===== src/rtl/icache_line_fill.sv =====
// Instruction-cache line fill: fetches the four words of a missed 16-byte line from memory.
// Optional critical-word-first ordering and early critical-word output under ICACHE_LINE_FILL_CWF_EN.
module icache_line_fill #(
    parameter int MAX_WAIT = 255
) (
    input  logic         clk,
    input  logic         rst,
    input  logic         miss_req,
    input  logic [31:0]  miss_addr,
    output logic         busy,
    output logic         mem_rd,
    output logic [31:0]  mem_addr,
    input  logic [31:0]  mem_rdata,
    input  logic         mem_ack,
    output logic [127:0] dataline,
    output logic         line_valid,
    output logic         fill_err,
    output logic         crit_valid,
    output logic [31:0]  crit_word
);

    typedef enum logic [1:0] {IDLE, REQ, DONE} state_t;

    localparam logic [7:0] WAIT_LAST = 8'(MAX_WAIT - 1);

    state_t         state_q, state_d;
    logic [27:0]    base_q, base_d;
    logic [1:0]     idx_q, idx_d;
    logic [1:0]     cnt_q, cnt_d;
    logic [7:0]     wait_q, wait_d;
    logic [127:0]   dline_q, dline_d;
    logic           err_q, err_d;
    logic [1:0]     start_idx;
    logic           unused_addr_bits;

    assign unused_addr_bits = ^miss_addr[3:0];

`ifdef ICACHE_LINE_FILL_CWF_EN
    logic           cv_q, cv_d;
    logic [31:0]    cw_q, cw_d;
    assign start_idx  = miss_addr[3:2];
    assign crit_valid = cv_q;
    assign crit_word  = cw_q;
`else
    assign start_idx  = 2'b00;
    assign crit_valid = 1'b0;
    assign crit_word  = 32'h0;
`endif

    always_ff @(posedge clk) begin
        if (rst) begin
            state_q <= IDLE;
            base_q  <= '0;
            idx_q   <= '0;
            cnt_q   <= '0;
            wait_q  <= '0;
            dline_q <= '0;
            err_q   <= 1'b0;
`ifdef ICACHE_LINE_FILL_CWF_EN
            cv_q    <= 1'b0;
            cw_q    <= '0;
`endif
        end else begin
            state_q <= state_d;
            base_q  <= base_d;
            idx_q   <= idx_d;
            cnt_q   <= cnt_d;
            wait_q  <= wait_d;
            dline_q <= dline_d;
            err_q   <= err_d;
`ifdef ICACHE_LINE_FILL_CWF_EN
            cv_q    <= cv_d;
            cw_q    <= cw_d;
`endif
        end
    end

    always_comb begin
        state_d = state_q;
        base_d  = base_q;
        idx_d   = idx_q;
        cnt_d   = cnt_q;
        wait_d  = wait_q;
        dline_d = dline_q;
        err_d   = 1'b0;
`ifdef ICACHE_LINE_FILL_CWF_EN
        cv_d    = 1'b0;
        cw_d    = cw_q;
`endif
        case (state_q)
            IDLE: begin
                if (miss_req) begin
                    base_d  = miss_addr[31:4];
                    idx_d   = start_idx;
                    cnt_d   = 2'd0;
                    wait_d  = 8'd0;
                    state_d = REQ;
                end
            end
            REQ: begin
                if (mem_ack) begin
                    dline_d[{idx_q, 5'b00000} +: 32] = mem_rdata;
                    idx_d  = idx_q + 2'd1;
                    cnt_d  = cnt_q + 2'd1;
                    wait_d = 8'd0;
`ifdef ICACHE_LINE_FILL_CWF_EN
                    if (cnt_q == 2'd0) begin
                        cw_d = mem_rdata;
                        cv_d = 1'b1;
                    end
`endif
                    if (cnt_q == 2'd3) begin
                        state_d = DONE;
                    end
                end else if (wait_q == WAIT_LAST) begin
                    // Timeout: abort with mem_rd dropping together with the error pulse.
                    err_d   = 1'b1;
                    wait_d  = 8'd0;
                    state_d = IDLE;
                end else begin
                    wait_d = wait_q + 8'd1;
                end
            end
            DONE: begin
                state_d = IDLE;
            end
            default: begin
                state_d = IDLE;
            end
        endcase
    end

    assign busy       = (state_q != IDLE);
    assign mem_rd     = (state_q == REQ);
    assign mem_addr   = {base_q, idx_q, 2'b00};
    assign line_valid = (state_q == DONE);
    assign fill_err   = err_q;
    assign dataline   = dline_q;

endmodule


===== config.mk =====
export PLATFORM = sky130hd
export DESIGN_NAME = icache_line_fill
export DESIGN_NICKNAME = d
export VERILOG_FILES = /design/src/rtl/icache_line_fill.sv
export SDC_FILE = /design/constraint.sdc
export NUM_CORES = 1
export LEC_CHECK = 0
export CORE_UTILIZATION = 47
export DETAILED_ROUTE_END_ITERATION = 12
export PLACE_DENSITY = 0.84
export SYNTH_ARGS = -nofsm -noshare
export SYNTH_HDL_FRONTEND = slang
export SYNTH_SLANG_ARGS = --single-unit

===== constraint.sdc =====
create_clock -name clk -period 4.8 [get_ports clk]
set_clock_uncertainty 0.05 [all_clocks]
set_input_delay 0.96 -clock clk [delete_from_list [all_inputs] [get_ports clk]]
set_output_delay 0.96 -clock clk [all_outputs]
set_load 0.1 [all_outputs]

* Yosys cells after proc, flatten, opt, wreduce, memory -nomap -nowiden
Cells that the tools add are included.
** Word-level totals
- Logic and storage cells :: 47
- Bits in registers :: 171
- Memory bits (read-only) :: 0
- RAM bits :: 0
- Memories kept :: 0
- Output and inout port bits :: 197
- Bits in latches :: 0
** Operators by class
- Reductions and logical operators :: 9
- Equal/unequal tests :: 8
- Multipliers :: 0
- Divide/modulo/power cells :: 0
- Order comparisons :: 0
- Bitwise logic cells :: 1
- Shift operators :: 2
- Add/subtract/negate cells :: 4
- Multiplexer cells :: 16
** Operators with widths (number)
- $bwmux 128 :: 1
- $shift 32x9->128 const A :: 1
- $shiftx 32x9->128 :: 1
- $mux 8 :: 3
- $pmux 8 s2 :: 1
- $mux 2 :: 7
- $pmux 2 s2 :: 3
- $neg 7->9 :: 1
- $add 8x1->8 const B :: 1
- $eq 8x8->1 const B :: 1
- $reduce_and 2->1 :: 3
- $reduce_and 3->1 :: 2
- $add 2x1->2 const B :: 2
- $eq 2x2->1 const B :: 2
- $reduce_bool 2->1 :: 2
- $ne 3x1->1 const B :: 1
- $ne 3x2->1 const B :: 1
- $reduce_or 3->1 :: 1
- $eq 2x1->1 const B :: 1
- $logic_not 2->1 :: 1
- $ne 2x1->1 const B :: 1
- $ne 2x2->1 const B :: 1
- $mux 1 :: 1
- $not 1->1 :: 1

* Logic depth before layout (Yosys ltp)
Gate-level depths: netlist of run 1.
- Depth in word-level cells :: 4
- Mapped depth :: 7
- Gate-level depth less buffers :: 6

* Worst setup path after synthesis of run 1
OpenSTA, ideal clock, no wires.
- Kind :: register to output
- From :: reg state_q[1]
- To :: out line_valid
- Cell stages (with the launch flop) :: 2
- Path slack :: 2.072 ns
- Arrival time :: 1.718 ns
- Cells stage by stage :: dfxtp_1 nor2b_1
** Between the ends
- Word-level cells in the longest chain between the ends :: 1
** RTL lines
- from (decl) :: line 26 : state_t state_q, state_d;
- from (signal assigned) :: line 64 : state_q <= state_d;
- $eq 2x2->1 :: line 136 : assign line_valid = (state_q == DONE);
- to (decl) :: line 16 : output logic line_valid,
Every way passes these cells.

* Final worst setup path of run 1
- From :: reg state_q[0]
- To :: out mem_rd
** Between the ends
- Word-level cells in the longest chain between the ends :: 1
** RTL lines
- $eq 2x1->1 :: line 134 : assign mem_rd = (state_q == REQ);
- to (decl) :: line 11 : output logic mem_rd,
Every way passes these cells.

==> results of run 1 <==
## per-stage QoR
| stage | util (%) | hold WS, ns | setup WS (ns) | instance area [um^2] | total power [mW] |
|---|---|---|---|---|---|
| CTS | 69.9 | 0.401 | 1.53 | 9410 | 3.50 |
| global route | 69.9 | 0.417 | 1.45 | 9410 | 3.59 |
| detailed placement | 65.3 | 0.392 | 1.42 | 8780 | 2.07 |
| global placement | 65.3 | 0.387 | 1.47 | 8780 | 2.06 |
| finish | 69.9 | 0.399 | 1.54 | 9410 | 3.49 |
| floorplan | - | 0.420 | 2.07 | 6740 | 1.94 |
## per-layer routing
metal	global-route usage (%)	vias up	part of all wire [%]
met5	0	-	0
met4	11.3	0	2.2
met3	7.36	33	8.1
met2	44.5	266	49
met1	32.1	2989	40
li1	-	3058	-
## cell type report
cell class	count	share of cell area (%)
clock buffers	20	4.86
repair buffers	239	25.0
well taps	176	2.34
inverters	5	0.200
multi-input cells	575	29.4
flip-flops and latches	171	36.4
clock inverters	11	1.80
## registers in the layout, indices dropped and copies added, names as in the netlist
signal / count
dataline: 128
base_q: 28
wait_q: 8
cnt_q: 2
idx_q: 2
state_q: 2
fill_err: 1
## power by group through the flow
stage / registers, mW / logic, mW / clock network [mW]
6_report: 1.46 / 0.575 / 1.45
5_1_grt: 1.47 / 0.596 / 1.53
4_1_cts: 1.46 / 0.574 / 1.46
3_5_place_dp: 1.50 / 0.572 / 0
3_3_place_gp: 1.49 / 0.570 / 0
2_1_floorplan: 1.68 / 0.255 / 0
## cell families (layout without fill, tap and decap cells)
group / count (synthesis) / in the layout / share of synthesized area, %
simple gates: 360 / 360 / 24.1
other cells: 1 / 35 / 0.0567
mux: 1 / 1 / 0.151
fa+ha+maj: 8 / 8 / 1.51
buf+inv: 106 / 275 / 8.71
xor+xnor: 6 / 6 / 0.795
compound gates: 165 / 165 / 12.9
flops: 171 / 171 / 51.8
## worst register-to-register path, cell delays in order, from the launching register on
cell,delay (ns)
dfxtp_1,0.48
inv_2,0.14
ha_1,0.39
nor3b_2,0.77
buf_4,0.42
nand3_1,0.12
a21oi_1,0.16
## worst min-delay path by stage
| stage | startpoint | endpoint | slack (ns) | cells past startpoint |
|---|---|---|---|---|
| floorplan | cnt_q[1]$_SDFFE_PP0P_ | cnt_q[1]$_SDFFE_PP0P_ | 0.42 | 2 |
| global placement | dataline[103]$_SDFFE_PP0P_ | dataline[103]$_SDFFE_PP0P_ | 0.39 | 2 |
| detailed placement | dataline[48]$_SDFFE_PP0P_ | dataline[48]$_SDFFE_PP0P_ | 0.39 | 2 |
| CTS | dataline[48]$_SDFFE_PP0P_ | dataline[48]$_SDFFE_PP0P_ | 0.40 | 2 |
| global route | dataline[20]$_SDFFE_PP0P_ | dataline[20]$_SDFFE_PP0P_ | 0.42 | 2 |
| finish | dataline[26]$_SDFFE_PP0P_ | dataline[26]$_SDFFE_PP0P_ | 0.40 | 2 |
## placed cells by master, fill, tap and decap left out, types with 2 or more instances in the layout
cell type / instances
nand3_1: 131
or2b_1: 2
clkdlybuf4s50_1: 224
conb_1: 35
nor3_1: 2
bufinv_16: 4
clkinv_2: 3
nand4_1: 3
a22oi_1: 2
inv_1: 4
nand2b_1: 2
a21oi_1: 157
xor2_1: 5
clkinv_4: 3
dfxtp_1: 171
nor3b_2: 4
nor2_1: 13
clkbuf_16: 17
and2_1: 5
clkbuf_8: 2
buf_4: 15
nand2_1: 191
ha_1: 8
==> metrics, run 1 <==
final wirelength approximately 19000 um; Clock transition at path regs around 0.06 ns; WP depth 3; number of routed nets with antenna violations 0; area of the multi-input gates ~2800 um^2; first-pass GRT wire length between 30000 and 40000 um; Gate power share between 10% and 20%; # fillers 1071; Rows between 40 and 50; Cell Chain, Critical Path nand2b_1 > inv_1 > clkdlybuf4s50_1; R2R Setup Slk around 2.2 ns; internal power 2.46 mW; Die Y about 120 um; Synth Instances slightly above 800; worst path required time ~3.8 ns; Core ar. ~13000 um^2; Slew Viols, Final 0; Yosys warnings 0; Pleak ~3.2 nW; Critical Path AT approximately 2.3 ns; Tcrit/Tclk final between 60% and 70%; nets@finish 1085; Slew @ Worst Pin 1.16 ns; top_reg_cell synth dfxtp_1; Setup crit end mem_rd; largest net degree at the start of global routing roughly 110; largest stage delay on the critical path between 1 and 1.5 ns; vias per cell between 5 and 6; gpl congestion just over 0.8; status complete, no violations; worst reg2reg path endpoint dataline[13]$_SDFFE_PP0P_; CP Class reg -> out; sequential cell area fraction in the yosys report between 50% and 60%; Yosys reg bits around 170; switching power share of the total 29.3%; num ports between 200 and 300; wire length per cell ~16 um; Iter 0 DRT Violations 565; vias in the first global route between 5k and 6k; # diodes 0; GRT Total Usage about a quarter; share of layout cells above drive strength 1 approximately 5.4%; postcts setup bufs 0; Sequential Power Share between 40% and 50%; clock latency on the worst-skew pair between 0.4 and 0.5 ns; antenna violations before repair 0; most frequent cell after synthesis nand2_1; worst-path maximum fanout 6; RR Startpoint idx_q[0]$_SDFFE_PP0P_; Pre-antenna DRT Iters 5; ys async rst share 0%; number of gates resized after cts 0; maximum level of the CTS H-tree 4; maxcap violations 0; CP delay by family, top buffers and inverters; clock network fraction of design power approximately two fifths; Port Buffer Count between 200 and 250; Non-Filler Instances ~1.2k; Fmax approximately 300 MHz; RSZ-0062 raised after global routing no; Setup-failing EPs final 0; Residual DRC 0; Crit. End Element primary output; Die X-Extent between 100 and 150 um; cts bufs inserted 17; crit path launch type register; R2R cell count 6; Mapped Area roughly 6600 um^2; CTS tree yes; area leader, netlist dfxtp_1; Max IR drop VDD around 0.30 mV; critical path startpoint state_q[0]$_SDFFE_PP0P_; total gr overflow 0; Setup TNS Final 0 ns; top cell type's share of synthesized area about 52%; Root Driver clkbuf_16; clock tree buffer depth 2; hold crit path type reg -> reg; placed cells around 1.2k; routed vias 6346; DP HPWL between 10000 and 15000 um; Post-synth top cells 191 x nand2_1, 171 x dfxtp_1, 157 x a21oi_1; Initial Util between 40% and 50%; Crit path buffers/inverters 2; Synth area leaders dfxtp_1 52%, a21oi_1 12%, nand2_1 11%, nand3_1 9.9%, buf_4 4.3%; Slew HR roughly 22%; Critical Path Slowest Stage Cell clkdlybuf4s50_1; Clock Sinks approximately 170; register area between 3000 and 4000 um^2; Period minus WS final around 3.3 ns; Area growth syn-to-layout 42.3%; syn avg cell area 8.08 um^2; Cell variety after synth 36; NetSw between 1 and 1.5 mW; Fin. Hold Viols 0; PD cells 371 nW/um^2; cts hold-fix bufs 0; Die Area 14500 um^2; number of synthesized flops with an enable pin 0
(Power assumes the default switching activity.)
==> inputs of run 2 (changes only) <==
--- a/config.mk
+++ b/config.mk
@@ -5,9 +5,9 @@
 export SDC_FILE = /design/constraint.sdc
 export NUM_CORES = 1
 export LEC_CHECK = 0
-export CORE_UTILIZATION = 47
+export CORE_UTILIZATION = 43
 export DETAILED_ROUTE_END_ITERATION = 12
-export PLACE_DENSITY = 0.84
+export PLACE_DENSITY = 0.78
 export SYNTH_ARGS = -nofsm -noshare
 export SYNTH_HDL_FRONTEND = slang
 export SYNTH_SLANG_ARGS = --single-unit
==> constraint.sdc (replaced) <==
create_clock -name clk -period 3.14 [get_ports clk]
set_clock_uncertainty 0.05 [all_clocks]
set_input_delay 0.628 -clock clk [delete_from_list [all_inputs] [get_ports clk]]
set_output_delay 0.628 -clock clk [all_outputs]
set_load 0.1 [all_outputs]
==> run 2 against run 1 <==
Sequential power rose by 53%. Sequential share of layout area increased by 1.5 points. Clock power rose by 37%. Worst hold slack about the same. Wire length is 0.80% lower. First-iteration DRC count fell by 7.6%. Cell count is 1.7% higher. Count of clock-buffer cells in the layout increased by 2. Final area down 3.9%. Critical path depth is 3 higher. Global-route usage decreased by 2.6 points. Non-clock buffer count is 11 higher. Critical path type is now reg -> reg. Critical endpoint is now dataline[72]$_SDFFE_PP0P_. Highest routed layer unchanged.
==> metrics, run 2 (synthesis gave the netlist of run 1 again) <==
worst-path maximum fanout 29 (+23); postcts setup bufs 0 (unchanged); final wirelength 19200 um (-0.80%); maxcap violations 0 (unchanged); Pleak 3.58 nW (+10%); worst path required time 3.43 ns (-0.36 ns); num ports 265 (unchanged); crit path launch type register; PD cells 565 nW/um^2 (+52%); cts hold-fix bufs 0 (unchanged); pre-CTS setup slack 0.704 ns (-0.719 ns); Fin. Hold Viols 0 (unchanged); RSZ-0062 raised after global routing no; Core ar. 14800 um^2 (+9.7%); CP Class reg -> reg; routed vias 6303 (-0.68%); clock tree buffer depth 2 (unchanged); Area growth syn-to-layout 36.7%; Period minus WS final 2.10 ns; Slew Viols, Final 0 (unchanged); cts bufs inserted 17 (unchanged); worst reg2reg path endpoint dataline[72]$_SDFFE_PP0P_; final setup margin 1.04 ns (-0.500 ns); Die Area 15900 um^2 (+9.1%); Critical Path AT 2.40 ns (+0.15 ns); first-pass GRT wire length 30200 um (+0.78%); Die X-Extent 126 um (+4.5%); Setup-failing EPs final 0 (unchanged); max reg flops 128 (unchanged); GRT Total Usage 24.1% (-2.6 points); DP HPWL 12900 um (about the same); Rows 44 (+4.8%); RR Startpoint idx_q[0]$_SDFFE_PP0P_; gpl congestion 0.779 (-5.0%); Non-Filler Instances 1217 (+1.7%); vias per cell 5.18 (-2.3%); most frequent cells in the layout 191 x nand2_1, 187 x buf_4, 171 x dfxtp_1; R2R Setup Slk 1.04 ns (-1.15 ns); most common cell after layout, fill and taps aside nand2_1; clock latency on the worst-skew pair 0.42 ns (about the same); Clock transition at path regs 0.06 ns (about the same); Clock Sinks 171 (unchanged); Tcrit/Tclk final 66.9%; largest net degree at the start of global routing 87 (-17%); Iter 0 DRT Violations 522 (-7.6%); R2R cell count 6 (unchanged); Fmax roughly 480 MHz; vias in the first global route 5736 (-2.1%); number of gates resized after cts 0 (unchanged); maximum level of the CTS H-tree 4 (unchanged); Crit. End Element register; hold crit path type reg -> reg; share of layout cells above drive strength 1 22.0% (+17 points); Root Driver clkbuf_16; CTS tree yes; wire length per cell 15.8 um (-2.4%); Die Y 126 um (+4.5%); Port Buffer Count 225 (unchanged); # diodes 0 (unchanged); nets@finish 1096 (+1.0%); Setup crit end dataline[72]$_SDFFE_PP0P_; Initial Util 44.8% (-4.3 points); Pre-antenna DRT Iters 5 (unchanged); Max IR drop VDD 0.380 mV (+25%); Residual DRC 0 (unchanged); Slew @ Worst Pin 0.958 ns (-0.203 ns); Slew HR 36.1% (+14 points); status complete, no violations; placed cells 1185 (+1.6%); total power draw 5.10 mW (+46%); Setup TNS Final 0 ns (unchanged); total gr overflow 0 (unchanged); number of routed nets with antenna violations 0 (unchanged); critical path startpoint idx_q[0]$_SDFFE_PP0P_; antenna violations before repair 0 (unchanged)
## run 2: cell count changes in the layout (fill, tap and decap cells not counted)
cell | before | now
clkdlybuf4s50_1 | 224 | 62
buf_4 | 15 | 187
clkbuf_1 | 1 | 3
buf_12 | 0 | 1
bufinv_16 | 4 | 1
clkinvlp_4 | 1 | 3
## run 2: per-stage QoR
step	utilization [%]	cell area [um^2]	hold WS, ns
2_1_floorplan	-	6740	0.420
3_3_place_gp	57.5	8480	0.388
3_5_place_dp	57.5	8480	0.394
4_1_cts	61.3	9040	0.403
5_1_grt	61.3	9040	0.415
6_report	61.3	9040	0.399
## run 2: final cells by class
cell class	count	area, um^2
tap	184	230
clock buffer	22	464
fill	1333	5720
timing repair buffer	250	2040
multi-input combinational	575	2760
inverter	5	18.8
clock inverter	10	93.8
sequential	171	3420
## run 2: how the worst min path moves through the flow
| stage | end | cells past startpoint | from | slack, ns |
|---|---|---|---|---|
| global route | dataline[66]$_SDFFE_PP0P_ | 2 | dataline[66]$_SDFFE_PP0P_ | 0.42 |
| floorplan | cnt_q[1]$_SDFFE_PP0P_ | 2 | cnt_q[1]$_SDFFE_PP0P_ | 0.42 |
| finish | dataline[24]$_SDFFE_PP0P_ | 2 | dataline[24]$_SDFFE_PP0P_ | 0.40 |
| CTS | dataline[66]$_SDFFE_PP0P_ | 2 | dataline[66]$_SDFFE_PP0P_ | 0.40 |
| global placement | dataline[107]$_SDFFE_PP0P_ | 2 | dataline[107]$_SDFFE_PP0P_ | 0.39 |
| detailed placement | dataline[66]$_SDFFE_PP0P_ | 2 | dataline[66]$_SDFFE_PP0P_ | 0.39 |
## run 2: layer usage
| metal | share of wire [%] | GRT usage [%] | vias up | wire, um |
|---|---|---|---|---|
| li1 | - | - | 3080 | - |
| met1 | 43 | 30.5 | 2927 | 8280 |
| met2 | 47 | 38.8 | 269 | 9040 |
| met3 | 7.9 | 6.97 | 27 | 1520 |
| met4 | 2.1 | 9.07 | 0 | 406 |
| met5 | 0 | 0 | - | 0 |
## run 2: where the power goes
part	switching [mW]	total [mW]	internal [mW]
clock network	0.857	1.99	1.13
registers	0.0261	2.24	2.21
logic	0.691	0.873	0.182
## run 2: worst max-delay path, cell delays in order, from the launching register on
cell and delay [ns]:
dfxtp_1 0.48, inv_2 0.13, ha_1 0.41, nor3b_2 0.29
buf_4 0.36, nand3_1 0.12, a21oi_1 0.16
==> inputs of run 3 (changes only) <==
--- a/config.mk
+++ b/config.mk
@@ -5,9 +5,9 @@
 export SDC_FILE = /design/constraint.sdc
 export NUM_CORES = 1
 export LEC_CHECK = 0
-export CORE_UTILIZATION = 43
+export CORE_UTILIZATION = 39
 export DETAILED_ROUTE_END_ITERATION = 12
-export PLACE_DENSITY = 0.78
+export PLACE_DENSITY = 0.74
 export SYNTH_ARGS = -nofsm -noshare
 export SYNTH_HDL_FRONTEND = slang
 export SYNTH_SLANG_ARGS = --single-unit
==> constraint.sdc (replaced) <==
create_clock -name clk -period 1.7 [get_ports clk]
set_clock_uncertainty 0.05 [all_clocks]
set_input_delay 0.34 -clock clk [delete_from_list [all_inputs] [get_ports clk]]
set_output_delay 0.34 -clock clk [all_outputs]
set_load 0.1 [all_outputs]
==> run 3 against run 2 <==
The flow now finishes with violations (setup timing). Worst hold slack got worse by 0.12 ns. Critical path type unchanged. Core utilization grew 9.0 points. Non-clock buffer count grew 20. Final area grew 29%. Sequential cell count did not move.
==> metrics, run 3 (synthesis gave the netlist of run 1 again) <==
final setup margin -0.0415 ns (-1.08 ns); Crit. End Element register; Clock transition at path regs 0.06 ns (about the same); antenna violations before repair 0 (unchanged); Die Y 132 um (+4.9%); max reg flops 128 (unchanged); placed cells 1236 (+4.3%); crit path launch type register; Tcrit/Tclk final 102% (+35 points); most frequent cells in the layout 191 x nand2_1, 174 x buf_12, 166 x dfxtp_1; share of layout cells above drive strength 1 27.5% (+5.5 points); Residual DRC 0 (unchanged); Setup TNS Final -0.0415 ns (-0.0415 ns); Pleak 4.23 nW (+18%); total gr overflow 0 (unchanged); Setup-failing EPs final 1 (+1); number of routed nets with antenna violations 0 (unchanged); Initial Util 39.9% (-4.9 points); failing checks setup timing; worst-path maximum fanout 3 (-90%); CTS tree yes; cts bufs inserted 17 (unchanged); Core ar. 16600 um^2 (+12%); status finished with violations; Port Buffer Count 225 (unchanged); Non-Filler Instances 1272 (+4.5%); Root Driver clkbuf_16; worst path required time 1.99 ns (-1.44 ns); Die Area 17500 um^2 (+10%); hold crit path type in -> reg; Slew Viols, Final 0 (unchanged); Die X-Extent 132 um (+4.9%); Period minus WS final 1.74 ns (-0.361 ns); Fmax 574 MHz (+21%); Clock Sinks 171 (unchanged); worst hold slack 0.277 ns (-0.122 ns); routed vias 6453 (+2.4%); GRT Total Usage 23.9% (-0.20 points); final wirelength 20900 um (+8.5%); CP Class reg -> reg; Max IR drop VDD 0.583 mV (+53%); maxcap violations 0 (unchanged); RSZ-0062 raised after global routing yes; Area growth syn-to-layout 76.3%; vias per cell 5.07 (-2.0%); vias in the first global route 6201 (+8.1%); clock tree buffer depth 2 (unchanged); wire length per cell 16.4 um (+3.8%); total power draw 9.78 mW (+92%); gpl congestion 0.774 (-0.56%); largest net degree at the start of global routing 89 (+2.3%); first-pass GRT wire length 32800 um (+8.3%); clock latency on the worst-skew pair 0.42 ns (about the same); # diodes 0 (unchanged); nets@finish 1116 (+1.8%); PD cells 840 nW/um^2 (+49%); Final Util 70.2% (+9.0 points); Pre-antenna DRT Iters 5 (unchanged); most common cell after layout, fill and taps aside nand2_1; Rows 47 (+6.8%); Critical Path AT 2.03 ns (-0.37 ns); DP HPWL 14500 um (+13%); Fin. Hold Viols 0 (unchanged); maximum level of the CTS H-tree 4 (unchanged); Iter 0 DRT Violations 356 (-32%); num ports 265 (unchanged)
-- run 3: critical path, stage by stage (launching register included) --
cell and delay (ns):
dfxtp_2 0.33, inv_2 0.04, ha_4 0.14, and3_4 0.16, a311o_2 0.38, or4_4 0.49, o221ai_2 0.07
-- run 3: report_power, final --
group,total [mW],internal [mW],switching (mW)
clock network,3.69,2.06,1.63
registers,4.17,4.08,0.0830
logic,1.92,0.596,1.32
total,9.78,6.74,3.04
-- run 3: metrics by stage --
stage,cell area [um^2],setup slack (ns)
global route,11600,-0.0782
global placement,11000,-0.270
floorplan,6970,-0.0496
detailed placement,11000,-0.320
finish,11600,-0.0415
CTS,11500,-0.0618
-- run 3: worst paths after layout --
| path | depth (start not counted) | slack, ns | to | start |
|---|---|---|---|---|
| worst max-delay path | 6 | -0.04 | wait_q[7]$_SDFFE_PP0P_ | wait_q[0]$_SDFFE_PP0P_ |
| worst min-delay path | 3 | 0.28 | wait_q[7]$_SDFFE_PP0P_ | rst |
| worst max register to register | 6 | -0.04 | wait_q[7]$_SDFFE_PP0P_ | wait_q[0]$_SDFFE_PP0P_ |
| worst min register to register | 2 | 0.44 | base_q[14]$_SDFFE_PP0P_ | base_q[14]$_SDFFE_PP0P_ |
-- run 3: layer usage --
layer	share of wire (%)	GRT usage, %
met2	49	40.5
met1	40	27.9
met5	0	0
met4	2.7	10.7
met3	8.2	7.00
-- run 3: area by class of cell --
class,instances,area (um^2)
clock inverters,13,118
fillers,1217,4930
multi-input cells,575,2970
repair buffers,270,4390
clock buffers,18,439
well taps,220,275
inverters,5,23.8
flip-flops and latches,171,3440
-- run 3: repair_timing --
item / CTS / global route
setup buffers: 0 / 4
pin swaps: 0 / 2
hold buffers: 0 / 0
cloned: 0 / 1
setup endpoints to repair: 7 / 55
resized for setup: 9 / 11
hold endpoints to repair: 0 / 0
